[src/rtl/controlador_ula_pkg.sv]
// Shared definitions for the ALU-sharing controller: opcodes, FSM states and
// the opcode-to-latency helper.
package controlador_ula_pkg;

  localparam logic [4:0] ULA_ADD    = 5'b00000;
  localparam logic [4:0] ULA_SUB    = 5'b00001;
  localparam logic [4:0] ULA_MUL    = 5'b00010;
  localparam logic [4:0] ULA_DIV    = 5'b00011;
  localparam logic [4:0] ULA_MOD    = 5'b00100;
  localparam logic [4:0] ULA_AND    = 5'b00101;
  localparam logic [4:0] ULA_OR     = 5'b00110;
  localparam logic [4:0] ULA_XOR    = 5'b00111;
  localparam logic [4:0] ULA_SLL    = 5'b01000;
  localparam logic [4:0] ULA_SRL    = 5'b01001;
  localparam logic [4:0] ULA_SRA    = 5'b01010;
  localparam logic [4:0] ULA_LT     = 5'b01011;
  localparam logic [4:0] ULA_LE     = 5'b01100;
  localparam logic [4:0] ULA_EQ     = 5'b01101;
  localparam logic [4:0] ULA_GE     = 5'b01110;
  localparam logic [4:0] ULA_PASS_B = 5'b01111;

  typedef enum logic [1:0] {
    S_IDLE = 2'd0,
    S_EXEC = 2'd1,
    S_RESP = 2'd2
  } state_t;

  function automatic logic ula_is_div(input logic [4:0] op);
    return (op == ULA_DIV) || (op == ULA_MOD);
  endfunction

  // Number of EXEC cycles the ALU needs for a given opcode.
  function automatic int unsigned ula_latencia(input logic [4:0] op,
                                               input int unsigned mul_lat,
                                               input int unsigned div_lat);
    if (op == ULA_MUL)   return mul_lat;
    if (ula_is_div(op))  return div_lat;
    return 1;
  endfunction

endpackage

[src/rtl/controlador_ula_if.sv]
// Requester-side bus: two request channels and the shared response channel.
interface controlador_ula_if #(
  parameter int DATA_W = 32
);
  logic [1:0]        req_valid;
  logic [1:0]        req_ready;
  logic [4:0]        req_aluOp0;
  logic [4:0]        req_aluOp1;
  logic [DATA_W-1:0] req_A0;
  logic [DATA_W-1:0] req_A1;
  logic [DATA_W-1:0] req_B0;
  logic [DATA_W-1:0] req_B1;
  logic [1:0]        resp_valid;
  logic [DATA_W-1:0] resp_resultado;
  logic              resp_isFalse;
  logic              resp_divZero;

  modport master (
    output req_valid, req_aluOp0, req_aluOp1, req_A0, req_A1, req_B0, req_B1,
    input  req_ready, resp_valid, resp_resultado, resp_isFalse, resp_divZero
  );

  modport slave (
    input  req_valid, req_aluOp0, req_aluOp1, req_A0, req_A1, req_B0, req_B1,
    output req_ready, resp_valid, resp_resultado, resp_isFalse, resp_divZero
  );
endinterface

[src/rtl/controlador_ula_arbitro_rr2.sv]
// Two-way round-robin arbiter, purely combinational. On a tie the requester
// that did not win last time is granted.
module arbitro_rr2 (
  input  logic [1:0] i_req_valid,
  input  logic       i_last_grant,
  input  logic       i_enable,
  output logic [1:0] o_grant
);

  // One-hot grant, zero when disabled or nobody requests.
  always_comb begin
    o_grant = 2'b00;
    if (i_enable) begin
      case (i_req_valid)
        2'b01:   o_grant = 2'b01;
        2'b10:   o_grant = 2'b10;
        2'b11:   o_grant = i_last_grant ? 2'b01 : 2'b10;
        default: o_grant = 2'b00;
      endcase
    end
  end

endmodule

[src/rtl/controlador_ula.sv]
// Shares one external ALU between two requesters. Operands are latched on
// accept and held on the ALU ports for an opcode-dependent latency; one
// response strobe goes back to the granted requester.
module controlador_ula
  import controlador_ula_pkg::*;
#(
  parameter int DATA_W  = 32,
  parameter int MUL_LAT = 2,
  parameter int DIV_LAT = 8
) (
  input  logic              clock,
  input  logic              reset,
  controlador_ula_if.slave  bus,
  output logic [4:0]        alu_aluOp,
  output logic [DATA_W-1:0] alu_A,
  output logic [DATA_W-1:0] alu_B,
  input  logic [DATA_W-1:0] alu_resultado,
  input  logic              alu_isFalse
);

  localparam int MAX_LAT = (MUL_LAT > DIV_LAT) ? MUL_LAT : DIV_LAT;
  // Counter only ever holds L-1.
  localparam int CNT_W   = (MAX_LAT > 1) ? $clog2(MAX_LAT) : 1;

  state_t            r_state, w_next_state;
  logic [CNT_W-1:0]  r_cnt;
  logic              r_last_grant;
  logic [4:0]        r_op;
  logic [DATA_W-1:0] r_a, r_b, r_resultado;
  logic              r_is_false, r_div_zero;

  logic [1:0]        w_grant;
  logic              w_accept, w_sel, w_div_zero;
  logic [4:0]        w_op;
  logic [DATA_W-1:0] w_a, w_b;
  logic [CNT_W-1:0]  w_cnt_init;

  arbitro_rr2 u_arbitro (
    .i_req_valid  (bus.req_valid),
    .i_last_grant (r_last_grant),
    .i_enable     (r_state == S_IDLE),
    .o_grant      (w_grant)
  );

  assign w_accept   = |w_grant;
  assign w_sel      = w_grant[1];
  assign w_op       = w_sel ? bus.req_aluOp1 : bus.req_aluOp0;
  assign w_a        = w_sel ? bus.req_A1     : bus.req_A0;
  assign w_b        = w_sel ? bus.req_B1     : bus.req_B0;
  assign w_div_zero = ula_is_div(w_op) && (w_b == '0);
  assign w_cnt_init = CNT_W'(ula_latencia(w_op, MUL_LAT, DIV_LAT) - 1);

  // The ALU always sees the latched operands, so its inputs never glitch.
  assign alu_aluOp          = r_op;
  assign alu_A              = r_a;
  assign alu_B              = r_b;
  assign bus.resp_resultado = r_resultado;
  assign bus.resp_isFalse   = r_is_false;
  assign bus.resp_divZero   = r_div_zero;

  // State register.
  always_ff @(posedge clock) begin
    // NOTE: sequential state uses <= so every flop samples pre-edge values.
    if (reset) r_state <= S_IDLE;
    else       r_state <= w_next_state;
  end

  // Next-state decode plus handshake outputs.
  always_comb begin
    // NOTE: defaults first so no path through the case leaves a latch.
    w_next_state   = r_state;
    bus.req_ready  = w_grant;
    bus.resp_valid = 2'b00;
    case (r_state)
      S_IDLE: if (w_accept) w_next_state = w_div_zero ? S_RESP : S_EXEC;
      S_EXEC: if (r_cnt == '0) w_next_state = S_RESP;
      S_RESP: begin
        bus.resp_valid = r_last_grant ? 2'b10 : 2'b01;
        w_next_state   = S_IDLE;
      end
      default: w_next_state = S_IDLE;
    endcase
  end

  // Operand latch, latency counter and result capture.
  always_ff @(posedge clock) begin
    // NOTE: every datapath register is reset so a dropped transaction leaves
    // nothing stale on the ALU or response ports.
    if (reset) begin
      r_last_grant <= 1'b1;
      r_cnt        <= '0;
      r_op         <= '0;
      r_a          <= '0;
      r_b          <= '0;
      r_resultado  <= '0;
      r_is_false   <= 1'b0;
      r_div_zero   <= 1'b0;
    end else begin
      case (r_state)
        S_IDLE: if (w_accept) begin
          // A zero divisor is replaced by pass-B so the ALU never divides by 0.
          r_op         <= w_div_zero ? ULA_PASS_B : w_op;
          r_a          <= w_a;
          r_b          <= w_b;
          r_last_grant <= w_sel;
          r_cnt        <= w_cnt_init;
          if (w_div_zero) begin
            r_resultado <= '0;
            r_is_false  <= (w_a == '0);
            r_div_zero  <= 1'b1;
          end
        end
        S_EXEC: begin
          if (r_cnt == '0) begin
            r_resultado <= alu_resultado;
            r_is_false  <= alu_isFalse;
            r_div_zero  <= 1'b0;
          end else begin
            r_cnt <= r_cnt - CNT_W'(1);
          end
        end
        default: ;
      endcase
    end
  end

endmodule
[src/flat_wrapper.sv]
// flat-port wrapper written by rule: the top's interface ports become plain ports
module controlador_ula_flat import controlador_ula_pkg::*;
#(
  parameter int DATA_W  = 32,
  parameter int MUL_LAT = 2,
  parameter int DIV_LAT = 8
)
  (clock, reset, alu_aluOp, alu_A, alu_B, alu_resultado, alu_isFalse, bus_req_valid, bus_req_aluOp0, bus_req_aluOp1, bus_req_A0, bus_req_A1, bus_req_B0, bus_req_B1, bus_req_ready, bus_resp_valid, bus_resp_resultado, bus_resp_isFalse, bus_resp_divZero);
  controlador_ula_if #(.DATA_W(DATA_W)) bus_i ();
  input  logic clock;
  input  logic reset;
  output logic [4:0] alu_aluOp;
  output logic [DATA_W-1:0] alu_A;
  output logic [DATA_W-1:0] alu_B;
  input  logic [DATA_W-1:0] alu_resultado;
  input  logic alu_isFalse;
  input wire logic [$bits(bus_i.req_valid)-1:0] bus_req_valid;
  input wire logic [$bits(bus_i.req_aluOp0)-1:0] bus_req_aluOp0;
  input wire logic [$bits(bus_i.req_aluOp1)-1:0] bus_req_aluOp1;
  input wire logic [$bits(bus_i.req_A0)-1:0] bus_req_A0;
  input wire logic [$bits(bus_i.req_A1)-1:0] bus_req_A1;
  input wire logic [$bits(bus_i.req_B0)-1:0] bus_req_B0;
  input wire logic [$bits(bus_i.req_B1)-1:0] bus_req_B1;
  output wire logic [$bits(bus_i.req_ready)-1:0] bus_req_ready;
  output wire logic [$bits(bus_i.resp_valid)-1:0] bus_resp_valid;
  output wire logic [$bits(bus_i.resp_resultado)-1:0] bus_resp_resultado;
  output wire logic [$bits(bus_i.resp_isFalse)-1:0] bus_resp_isFalse;
  output wire logic [$bits(bus_i.resp_divZero)-1:0] bus_resp_divZero;
  assign bus_i.req_valid = bus_req_valid;
  assign bus_i.req_aluOp0 = bus_req_aluOp0;
  assign bus_i.req_aluOp1 = bus_req_aluOp1;
  assign bus_i.req_A0 = bus_req_A0;
  assign bus_i.req_A1 = bus_req_A1;
  assign bus_i.req_B0 = bus_req_B0;
  assign bus_i.req_B1 = bus_req_B1;
  assign bus_req_ready = bus_i.req_ready;
  assign bus_resp_valid = bus_i.resp_valid;
  assign bus_resp_resultado = bus_i.resp_resultado;
  assign bus_resp_isFalse = bus_i.resp_isFalse;
  assign bus_resp_divZero = bus_i.resp_divZero;
  controlador_ula #(.DATA_W(DATA_W), .MUL_LAT(MUL_LAT), .DIV_LAT(DIV_LAT)) u_core (.clock(clock), .reset(reset), .bus(bus_i), .alu_aluOp(alu_aluOp), .alu_A(alu_A), .alu_B(alu_B), .alu_resultado(alu_resultado), .alu_isFalse(alu_isFalse));
endmodule
[config.mk]
export PLATFORM = sky130hd
export DESIGN_NAME = controlador_ula_flat
export DESIGN_NICKNAME = d
export VERILOG_FILES = /design/src/rtl/controlador_ula_pkg.sv /design/src/rtl/controlador_ula_if.sv /design/src/rtl/controlador_ula_arbitro_rr2.sv /design/src/rtl/controlador_ula.sv /design/src/flat_wrapper.sv
export SDC_FILE = /design/constraint.sdc
export NUM_CORES = 1
export LEC_CHECK = 0
export CORE_ASPECT_RATIO = 1.25
export CORE_MARGIN = 1.5
export CORE_UTILIZATION = 42
export DETAILED_ROUTE_END_ITERATION = 12
export PLACE_DENSITY = 0.9
export SLEW_MARGIN = 20
export SYNTH_ARGS = -nofsm -noshare
export SYNTH_HDL_FRONTEND = slang
export SYNTH_SLANG_ARGS = --single-unit
[constraint.sdc]
create_clock -name clock -period 7.2 [get_ports clock]
set_input_delay 1.44 -clock clock [delete_from_list [all_inputs] [get_ports clock]]
set_output_delay 1.44 -clock clock [all_outputs]
set_load 0.005 [all_outputs]
==> summary.txt, run 1 <==
Run status
  • Status: finished clean

CTS
  • CTS hold repair buffers: 0
  • Clock buffer depth: 2
  • CTS root buffer: clkbuf_16
  • CTS Sinks: 109
  • CTS tree: done
  • PostCTS Resize Cnt: 0
  • Clock-pin slew on the worst setup and hold paths: approximately 0.070 ns
  • H-tree depth: 3
  • Clk_lat worst skew: 0.35 ns
  • CTS Buf Count: 9
  • Post CTS Setup Buffer Count: 0

STA
  • Minimum clock period: 5.095 ns
  • Setup TNS: 0 ns
  • Worst-margin pin slew: 0.8885 ns
  • Slew Limit Fails: 0
  • Clock skew: 0.006128 ns
  • Final worst slack: 2.105 ns
  • Max-Slew Margin vs Limit: between 40% and 50%
  • Final Hold Fails: 0
  • Fmax: 0.1963 GHz
  • Final setup violation count: 0
  • Fin crit share: 70.77%
  • RSZ-0062 raised after global routing: no

Worst setup path
  • CP Class: in2out
  • Data required, critical path: 5.76 ns
  • Reg2Reg Launch Point: u_core.r_state[1]
  • R2R setup slack: 3.76 ns
  • Crit Reg-Reg Endpoint: u_core.r_cnt[1]
  • Critical Path End Type: output pin
  • R2R depth: 12
  • Crit path max fanout: 32
  • Worst endpoint data arrival time: between 3 and 4 ns
  • Critical Path Start Type: input pin

Run
  • Max cap viols: 0

Final layout
  • Fraction of layout cells with a size suffix above 1: 3.915%
  • Multi-input gate area: 2674 sq um
  • Register area: 2182 sq um
  • Fill count: ~950
  • Ant diodes: 0
  • Area grow syn2layout: 61.06%
  • Layout net count: 1065

Min path
  • Hold path depth: 2
  • WHS Endpoint: u_core.bus.resp_resultado[21]
  • Hold_sp: u_core.bus.resp_resultado[21]
  • Hold WC Path Type: reg2reg

Synth
  • Register area share after synthesis: between 40% and 50%
  • Synth area leaders: dfxtp_1 43%, a311oi_1 12%, nand2_1 9.9%
  • Synthesized area: 5112 sq um
  • Unique masters post-synth: 42
  • Yosys warning total: 0
  • Synthesis-stage register bit count: 109
  • Post-synthesis cell count: 652
  • Yosys top cell by area: dfxtp_1
  • Average size of a mapped cell: 7.841 sq um
  • Share of the synthesized area in the top cell type: 42.68%
  • Post-synth net total: 828

Route
  • Initial drt markers: 336
  • Via Count: 6010
  • DRC: 0
  • First-pass DRT Iterations: 4
  • Final WL: roughly 19000 um
  • Wire per inst: 18.04 um
  • DR vias/cell: 5.697
  • DRT antenna net count: 0

Place
  • Port bufs: between 200 and 300
  • DP Wirelength: 14090 um
  • Routability cong.: 0.8736
  • Dpl ws: 2.098 ns

Floorplan
  • Die Ht: 126.4 um
  • Initial Util: between 40% and 50%
  • Top-level I/O count: 282
  • Width of the die: between 100 and 150 um
  • Row cnt: 44
  • Die area: 12850 sq um
  • CORE AREA: 11730 sq um

GRT
  • Vias in the first global route: 5807
  • Largest net degree at the start of global routing: 94
  • Overflow after GRT: 0
  • Initial antenna violation count: 0
  • First-pass GRT wire length: 29330 um
  • Total GRT Usage: 29.20%

Power
  • Power Dens Cells: 225.4 nW/um^2
  • Worst VDD drop: 120.2 uV
  • Power Total: approximately 1.9 mW
  • P_leak: ~2.9 nW
[registers in the layout, summed over array words and instances (netlist names)]
| register | count |
|---|---|
| u_core.alu_A | 32 |
| u_core.alu_B | 32 |
| u_core.bus.resp_resultado | 32 |
| u_core.alu_aluOp | 5 |
| u_core.r_cnt | 3 |
| u_core.r_state | 2 |
| u_core.bus.resp_divZero | 1 |
| u_core.bus.resp_isFalse | 1 |
| u_core.r_last_grant | 1 |
[worst max-delay path: stages]
cell             delay, ns
clkdlybuf4s50_1       0.54
or3b_4                0.42
or2_2                 0.58
inv_2                 0.16
clkdlybuf4s50_1       0.51
[worst max-delay path by stage]
| stage | slack (ns) | cells after the start | to | from |
|---|---|---|---|---|
| floorplan | 3.16 | 5 | bus_req_ready[1] | bus_req_valid[1] |
| global placement | 2.14 | 5 | bus_req_ready[1] | bus_req_valid[1] |
| detailed placement | 2.10 | 7 | u_core.bus.resp_isFalse | bus_req_valid[1] |
| CTS | 2.12 | 5 | bus_req_ready[1] | bus_req_valid[1] |
| global route | 2.03 | 5 | bus_req_ready[1] | bus_req_valid[1] |
| finish | 2.10 | 5 | bus_req_ready[1] | bus_req_valid[1] |
[cell usage after synthesis (all sizes together)]
| cell type | number |
|---|---|
| dfxtp | 109 |
| a2bb2oi | 1 |
| nor3 | 15 |
| a21oi | 38 |
| or2 | 1 |
| a2111oi | 1 |
| buf | 12 |
| or3b | 2 |
| nor4b | 1 |
| a2111o | 1 |
| clkbuf | 49 |
| nand3b | 1 |
| and2 | 2 |
| a221oi | 2 |
| nor2 | 84 |
| mux2i | 5 |
| a211o | 1 |
| a311oi | 70 |
| o21a | 1 |
| o21ai | 4 |
| nand3 | 34 |
| inv | 1 |
| and3 | 3 |
| ha | 1 |
| or4 | 4 |
| nand4 | 6 |
| clkinv | 1 |
| nand2b | 2 |
| mux2 | 2 |
| o211ai | 33 |
| or3 | 1 |
| nor4 | 23 |
| nor3b | 3 |
| nor2b | 2 |
| and3b | 1 |
| nand2 | 135 |
[per-stage QoR]
step                utilization, %  instance area (sq um)  hold WS (ns)  std cells
floorplan                        -                   5112        0.4580        652
global placement             67.50                   7915        0.4474       1039
detailed placement           67.51                   7916        0.4558       1039
CTS                          70.19                   8230        0.4652       1055
global route                 70.22                   8234        0.4824       1055
finish                       70.22                   8234        0.4649       1055
[cell families (layout without fill, tap and decap cells)]
logic type | count (synthesis) | count (layout) | synth area share (%)
multiplexers | 7 | 7 | 1.493
adder cells (fa/ha/maj) | 1 | 1 | 0.2447
flip-flops | 109 | 109 | 42.68
buffers and inverters | 63 | 305 | 5.311
AND/OR/NAND/NOR | 320 | 320 | 27.97
AO/OA/AOI/OAI | 152 | 152 | 22.30
[where the power goes]
part | switching [mW] | internal (mW) | total [mW] | leakage (nW)
logic | 0.287 | 0.306 | 0.593 | 1.89
clock network | 0.226 | 0.304 | 0.530 | 0.159
registers | 0.0485 | 0.685 | 0.733 | 0.898
[layout by cell type (no fill, tap or decap), drive strengths merged, types with 3 or more instances in the layout]
| master | n |
|---|---|
| nor3b | 3 |
| nor3 | 15 |
| a311oi | 70 |
| buf | 7 |
| inv | 3 |
| mux2i | 5 |
| dfxtp | 109 |
| clkinv | 4 |
| a21oi | 38 |
| o21ai | 4 |
| nand2 | 135 |
| nand3 | 34 |
| clkdlybuf4s50 | 280 |
| nor4 | 23 |
| or4 | 4 |
| and3 | 3 |
| nand4 | 6 |
| o211ai | 33 |
| nor2 | 84 |
| clkbuf | 9 |
[layout make-up]
class	instances	share of cell area, %
inverter	2	0.09117
clock buffer	9	2.735
clock inverter	7	1.079
multi-input combinational	480	32.47
sequential	109	26.50
timing repair buffer	287	34.68
tap	161	2.446
[metal layers]
metal | share of wire (%) | wire length, um | GRT usage, %
met2 | 51 | 9718 | 51.73
met1 | 36 | 6892 | 32.19
met5 | 0 | 0 | 0
met3 | 9.2 | 1759 | 8.320
met4 | 3.4 | 656 | 12.09
Note: power is estimated with default switching activity, not from simulation.
==> inputs of run 2 (changes only) <==
--- a/config.mk
+++ b/config.mk
@@ -7,9 +7,9 @@
 export LEC_CHECK = 0
 export CORE_ASPECT_RATIO = 1.25
 export CORE_MARGIN = 1.5
-export CORE_UTILIZATION = 42
+export CORE_UTILIZATION = 35
 export DETAILED_ROUTE_END_ITERATION = 12
-export PLACE_DENSITY = 0.9
+export PLACE_DENSITY = 0.81
 export SLEW_MARGIN = 20
 export SYNTH_ARGS = -nofsm -noshare
 export SYNTH_HDL_FRONTEND = slang
==> constraint.sdc (replaced) <==
create_clock -name clock -period 4.54 [get_ports clock]
set_input_delay 0.908 -clock clock [delete_from_list [all_inputs] [get_ports clock]]
set_output_delay 0.908 -clock clock [all_outputs]
set_load 0.005 [all_outputs]
==> run 2 against run 1 <==
Sequential cell count is the same. Combinational power is 60% higher. Register-to-register slack got worse by 2.2 ns. Clock skew grew 0.0018 ns. Die area rose by 19%. Wire length grew 0.46%. Non-clock buffer count grew 4. Sequential power is 58% higher. Largest power group unchanged. Highest routed layer unchanged.
==> summary.txt, run 2 (same netlist as run 1, synthesis figures left out) <==
Run status
  • Status: finished clean

STA
  • Max-Slew Margin vs Limit: 42.42%
  • Slew Limit Fails: 0
  • Fmax: 0.2558 GHz
  • Hold WS: 0.4630 ns
  • Worst-margin pin slew: 0.8636 ns
  • Setup TNS: 0 ns
  • Minimum clock period: 3.909 ns
  • RSZ-0062 raised after global routing: no
  • Final setup violation count: 0
  • Final Hold Fails: 0
  • Clock skew: 0.007921 ns
  • Fin crit share: 86.09%

Worst setup path
  • R2R depth: 7
  • R2R setup slack: 1.58 ns
  • Crit path max fanout: 12
  • Most common cell on crit path: clkdlybuf4s50_1
  • Crit path largest cell delay: 0.53 ns
  • Critical Path Start Type: input pin
  • Reg2Reg Launch Point: u_core.r_state[1]
  • Crit path buf inv count: 3
  • Critical Path Stages: 5
  • Critical Path End Type: output pin
  • Data required, critical path: 3.63 ns
  • Crit-path slowest cell: clkdlybuf4s50_1
  • Crit Reg-Reg Endpoint: u_core.bus.resp_resultado[19]
  • Worst Setup EP: bus_req_ready[1]
  • Critical Path Source: bus_req_valid[1]
  • Worst endpoint data arrival time: 3.00 ns
  • Cell family with the largest share of critical-path delay: buffers and inverters
  • Critical path cell sequence: clkdlybuf4s50_1 > or3b_4 > or2_2 > inv_2 > clkdlybuf4s50_1
  • CP Class: in2out

Floorplan
  • Width of the die: 111.1 um
  • Die Ht: around 140 um
  • CORE AREA: 14350 sq um
  • Top-level I/O count: between 200 and 300
  • Initial Util: 35.64%
  • Row cnt: just under 50
  • Die area: around 15000 sq um

Route
  • DR vias/cell: 5.583
  • Final WL: 19110 um
  • DRC: 0
  • Via Count: 6002
  • First-pass DRT Iterations: 5
  • Wire per inst: 17.78 um
  • DRT antenna net count: 0
  • Initial drt markers: about 610

CTS
  • Clk_lat worst skew: 0.33 ns
  • Clock buffer depth: 2
  • CTS tree: done
  • CTS hold repair buffers: 0
  • CTS Buf Count: 9
  • Clock-pin slew on the worst setup and hold paths: 0.07 ns
  • PostCTS Resize Cnt: 0
  • H-tree depth: 3
  • Post CTS Setup Buffer Count: 0
  • CTS Sinks: about 110
  • CTS root buffer: clkbuf_16

GRT
  • Vias in the first global route: 5714
  • Largest net degree at the start of global routing: 96
  • Total GRT Usage: 23.46%
  • Overflow after GRT: 0
  • Initial antenna violation count: 0
  • First-pass GRT wire length: about 29000 um

Final layout
  • Most frequent cells in the layout: 280 x clkdlybuf4s50_1, 134 x nand2_1, 109 x dfxtp_1, 84 x nor2_1, 70 x a311oi_1
  • Area grow syn2layout: 62.65%
  • Fraction of layout cells with a size suffix above 1: 4.013%
  • Layout net count: 1069
  • Most common cell after layout, fill and taps aside: clkdlybuf4s50_1
  • Ant diodes: 0

Place
  • Routability cong.: 0.8801
  • DP Wirelength: about 14000 um
  • Port bufs: 281

Run
  • Max cap viols: 0

Power
  • P_leak: 2.967 nW
  • Power Dens Cells: 356.0 nW/um^2
  • Worst VDD drop: 262.6 uV

Min path
  • Hold WC Path Type: reg2reg
-- run 2: per-stage QoR --
step | setup slack, ns | power [mW] | instance area (sq um) | cells | util (%)
after CTS | 0.6401 | 2.975 | 8313 | 1075 | 57.95
final | 0.6314 | 2.961 | 8315 | 1075 | 57.96
after global routing | 0.5708 | 3.111 | 8315 | 1075 | 57.96
after floorplan | 1.513 | 1.593 | 5112 | 652 | -
after global placement | 0.5703 | 2.116 | 7996 | 1060 | 55.74
after detailed placement | 0.5209 | 2.131 | 7998 | 1060 | 55.75
-- run 2: worst min-delay path by stage --
stage,from,endpoint,slack [ns],cells past startpoint
floorplan,u_core.r_cnt[2],u_core.r_cnt[2],0.46,2
global route,u_core.bus.resp_resultado[5],u_core.bus.resp_resultado[5],0.48,2
CTS,u_core.bus.resp_resultado[29],u_core.bus.resp_resultado[29],0.47,2
detailed placement,u_core.bus.resp_resultado[29],u_core.bus.resp_resultado[29],0.46,2
finish,u_core.bus.resp_resultado[29],u_core.bus.resp_resultado[29],0.46,2
global placement,u_core.bus.resp_resultado[30],u_core.bus.resp_resultado[30],0.45,2
-- run 2: routing by layer --
metal / share of wire [%] / routed length [um] / global-route usage, %
met1: 39 / 7520 / 27.71
met3: 8.6 / 1649 / 5.699
met4: 3.1 / 592 / 9.860
met2: 49 / 9352 / 40.61
met5: 0 / 0 / 0
-- run 2: area by class of cell --
class,instances,area [sq um]
fillers,1305,6031
repair buffers,291,2910
multi-input cells,480,2678
flip-flops and latches,109,2182
clock buffers,11,242.7
well taps,178,222.7
clock inverters,4,72.57
inverters,2,7.507
-- run 2: power breakdown --
part           total [mW]  internal (mW)  switching [mW]
sequential           1.16           1.09          0.0783
clock               0.845          0.496           0.349
combinational       0.951          0.495           0.456
total                2.96           2.08           0.884
-- run 2: worst reg2reg max path: stages (launching register included) --
cell,delay (ns)
dfxtp_1,0.38
or3b_4,0.44
or2_2,0.44
mux2_2,0.36
or4_1,0.68
buf_4,0.30
nand3_1,0.13
a21oi_1,0.08
==> inputs of run 3 (changes only) <==
--- a/config.mk
+++ b/config.mk
@@ -7,9 +7,9 @@
 export LEC_CHECK = 0
 export CORE_ASPECT_RATIO = 1.25
 export CORE_MARGIN = 1.5
-export CORE_UTILIZATION = 35
+export CORE_UTILIZATION = 30
 export DETAILED_ROUTE_END_ITERATION = 12
-export PLACE_DENSITY = 0.81
+export PLACE_DENSITY = 0.71
 export SLEW_MARGIN = 20
 export SYNTH_ARGS = -nofsm -noshare
 export SYNTH_HDL_FRONTEND = slang
==> run 3 against run 2 <==
Hold slack hardly changed. Largest cell class unchanged. Sequential power hardly changed. Clock-buffer cell count stayed put. Core utilization shrank 7.9 points. Sequential share of layout area shrank 0.25 points. Clock power up 2%.
==> summary.txt, run 3 (same netlist as run 1, synthesis figures left out) <==
Run status
  • Status: finished clean

Route
  • Wire per inst: 17.28 um
  • DRT antenna net count: 0
  • DR vias/cell: 5.216
  • Final WL: 19370 um
  • DRC: 0
  • First-pass DRT Iterations: 5
  • Via Count: 5847
  • Initial drt markers: 314

CTS
  • Clock-pin slew on the worst setup and hold paths: 0.06 ns
  • CTS Buf Count: 9
  • Post CTS Setup Buffer Count: 0
  • PostCTS Resize Cnt: 0
  • H-tree depth: 3
  • CTS Sinks: 109
  • CTS root buffer: clkbuf_16
  • Clk_lat worst skew: ~0.34 ns
  • CTS hold repair buffers: 0
  • Clock buffer depth: 2
  • CTS tree: done

Final layout
  • Most common cell after layout, fill and taps aside: clkdlybuf4s50_1
  • Area grow syn2layout: 64.24%
  • Register area: between 2000 and 2500 sq um
  • Multi-input gate area: 2674 sq um
  • Ant diodes: 0
  • Fill count: 1624
  • Layout net count: 1072
  • Fraction of layout cells with a size suffix above 1: between 4 and 5%
  • Most frequent cells in the layout: 280 x clkdlybuf4s50_1, 135 x nand2_1, 109 x dfxtp_1, 84 x nor2_1, 70 x a311oi_1

Floorplan
  • Width of the die: 119.8 um
  • CORE AREA: 16780 sq um
  • Initial Util: 30.47%
  • Top-level I/O count: 282
  • Row cnt: 53
  • Die area: 17840 sq um
  • Die Ht: 149.0 um

Min path
  • WHS Endpoint: u_core.bus.resp_resultado[16]
  • Hold path depth: 2
  • Hold WC Path Type: reg2reg
  • Hold_sp: u_core.bus.resp_resultado[16]

Run
  • Max cap viols: 0

Worst setup path
  • R2R setup slack: ~1.7 ns
  • CP Class: in2out
  • Data required, critical path: about 3.6 ns
  • Worst endpoint data arrival time: 2.91 ns
  • Reg2Reg Launch Point: u_core.r_state[1]
  • Crit-path slowest cell: clkdlybuf4s50_1
  • Crit path largest cell delay: 0.54 ns
  • R2R depth: 7
  • Most common cell on crit path: clkdlybuf4s50_1
  • Crit Reg-Reg Endpoint: u_core.bus.resp_isFalse
  • Crit path max fanout: 5
  • Critical path cell sequence: clkdlybuf4s50_1 > or3b_4 > or2_2 > inv_2 > clkdlybuf4s50_1
  • Critical Path Start Type: input pin
  • Critical Path End Type: output pin

GRT
  • Overflow after GRT: 0
  • Largest net degree at the start of global routing: 91
  • Total GRT Usage: 21.15%
  • Initial antenna violation count: 0
  • First-pass GRT wire length: 29900 um
  • Vias in the first global route: 5675

Power
  • Power Dens Cells: 354.8 nW/um^2
  • P_leak: 2.988 nW
  • Worst VDD drop: 214.0 uV

Place
  • Routability cong.: 0.8679
  • Port bufs: between 200 and 300
  • DP Wirelength: around 14000 um

STA
  • Final setup violation count: 0
  • Fin crit share: 84.16%
  • RSZ-0062 raised after global routing: no
  • Fmax: 0.2617 GHz
  • Minimum clock period: 3.821 ns
  • Setup TNS: 0 ns
  • Slew Limit Fails: 0
  • Max-Slew Margin vs Limit: 34.89%
  • Hold WS: 0.4632 ns
  • Worst-margin pin slew: 0.9767 ns
  • Clock skew: 0.006487 ns
  • Final Hold Fails: 0
-- run 3: worst max-delay path: cells and delay by family --
| kind | cells | cell delay (ns) |
|---|---|---|
| buffers and inverters | 3 | 1.18 |
| and+or+nand+nor | 2 | 0.82 |
-- run 3: cell type report --
| cell class | instances | share of cell area, % |
|---|---|---|
| timing repair buffer | 294 | 34.93 |
| multi-input combinational | 480 | 31.84 |
| sequential | 109 | 25.99 |
| tap | 220 | 3.278 |
| clock buffer | 11 | 2.891 |
| clock inverter | 5 | 0.9835 |
| inverter | 2 | 0.08941 |
-- run 3: power breakdown --
part           switching (mW)  leakage [nW]  internal, mW
Sequential             0.0750         0.898          1.09
Combinational           0.455          1.93         0.501
Clock                   0.361         0.160         0.502
-- run 3: worst max-delay path by stage --
stage | slack [ns] | to | cells past startpoint | start
after floorplan | 1.51 | u_core.bus.resp_isFalse | 8 | bus_req_valid[1]
after global placement | 0.70 | u_core.bus.resp_isFalse | 8 | bus_req_valid[1]
after detailed placement | 0.66 | u_core.bus.resp_isFalse | 8 | bus_req_valid[1]
after CTS | 0.71 | bus_req_ready[1] | 5 | bus_req_valid[1]
after global routing | 0.68 | bus_req_ready[1] | 5 | bus_req_valid[1]
final | 0.72 | bus_req_ready[1] | 5 | bus_req_valid[1]
-- run 3: metrics by stage --
step	util [%]	power, mW	cells	setup WS, ns	area, sq um
after floorplan	-	1.593	652	1.513	5112
after global placement	48.11	2.137	1105	0.7001	8071
after detailed placement	48.11	2.141	1105	0.6631	8071
after CTS	50.05	3.010	1121	0.7127	8397
after global routing	50.05	3.144	1121	0.6829	8397
final	50.05	2.979	1121	0.7192	8397
-- run 3: routing by layer --
metal	global-route usage (%)	share of wire, %
met5	0	0
met2	36.67	49
met4	8.095	3.1
met3	5.657	6.9
met1	24.91	41
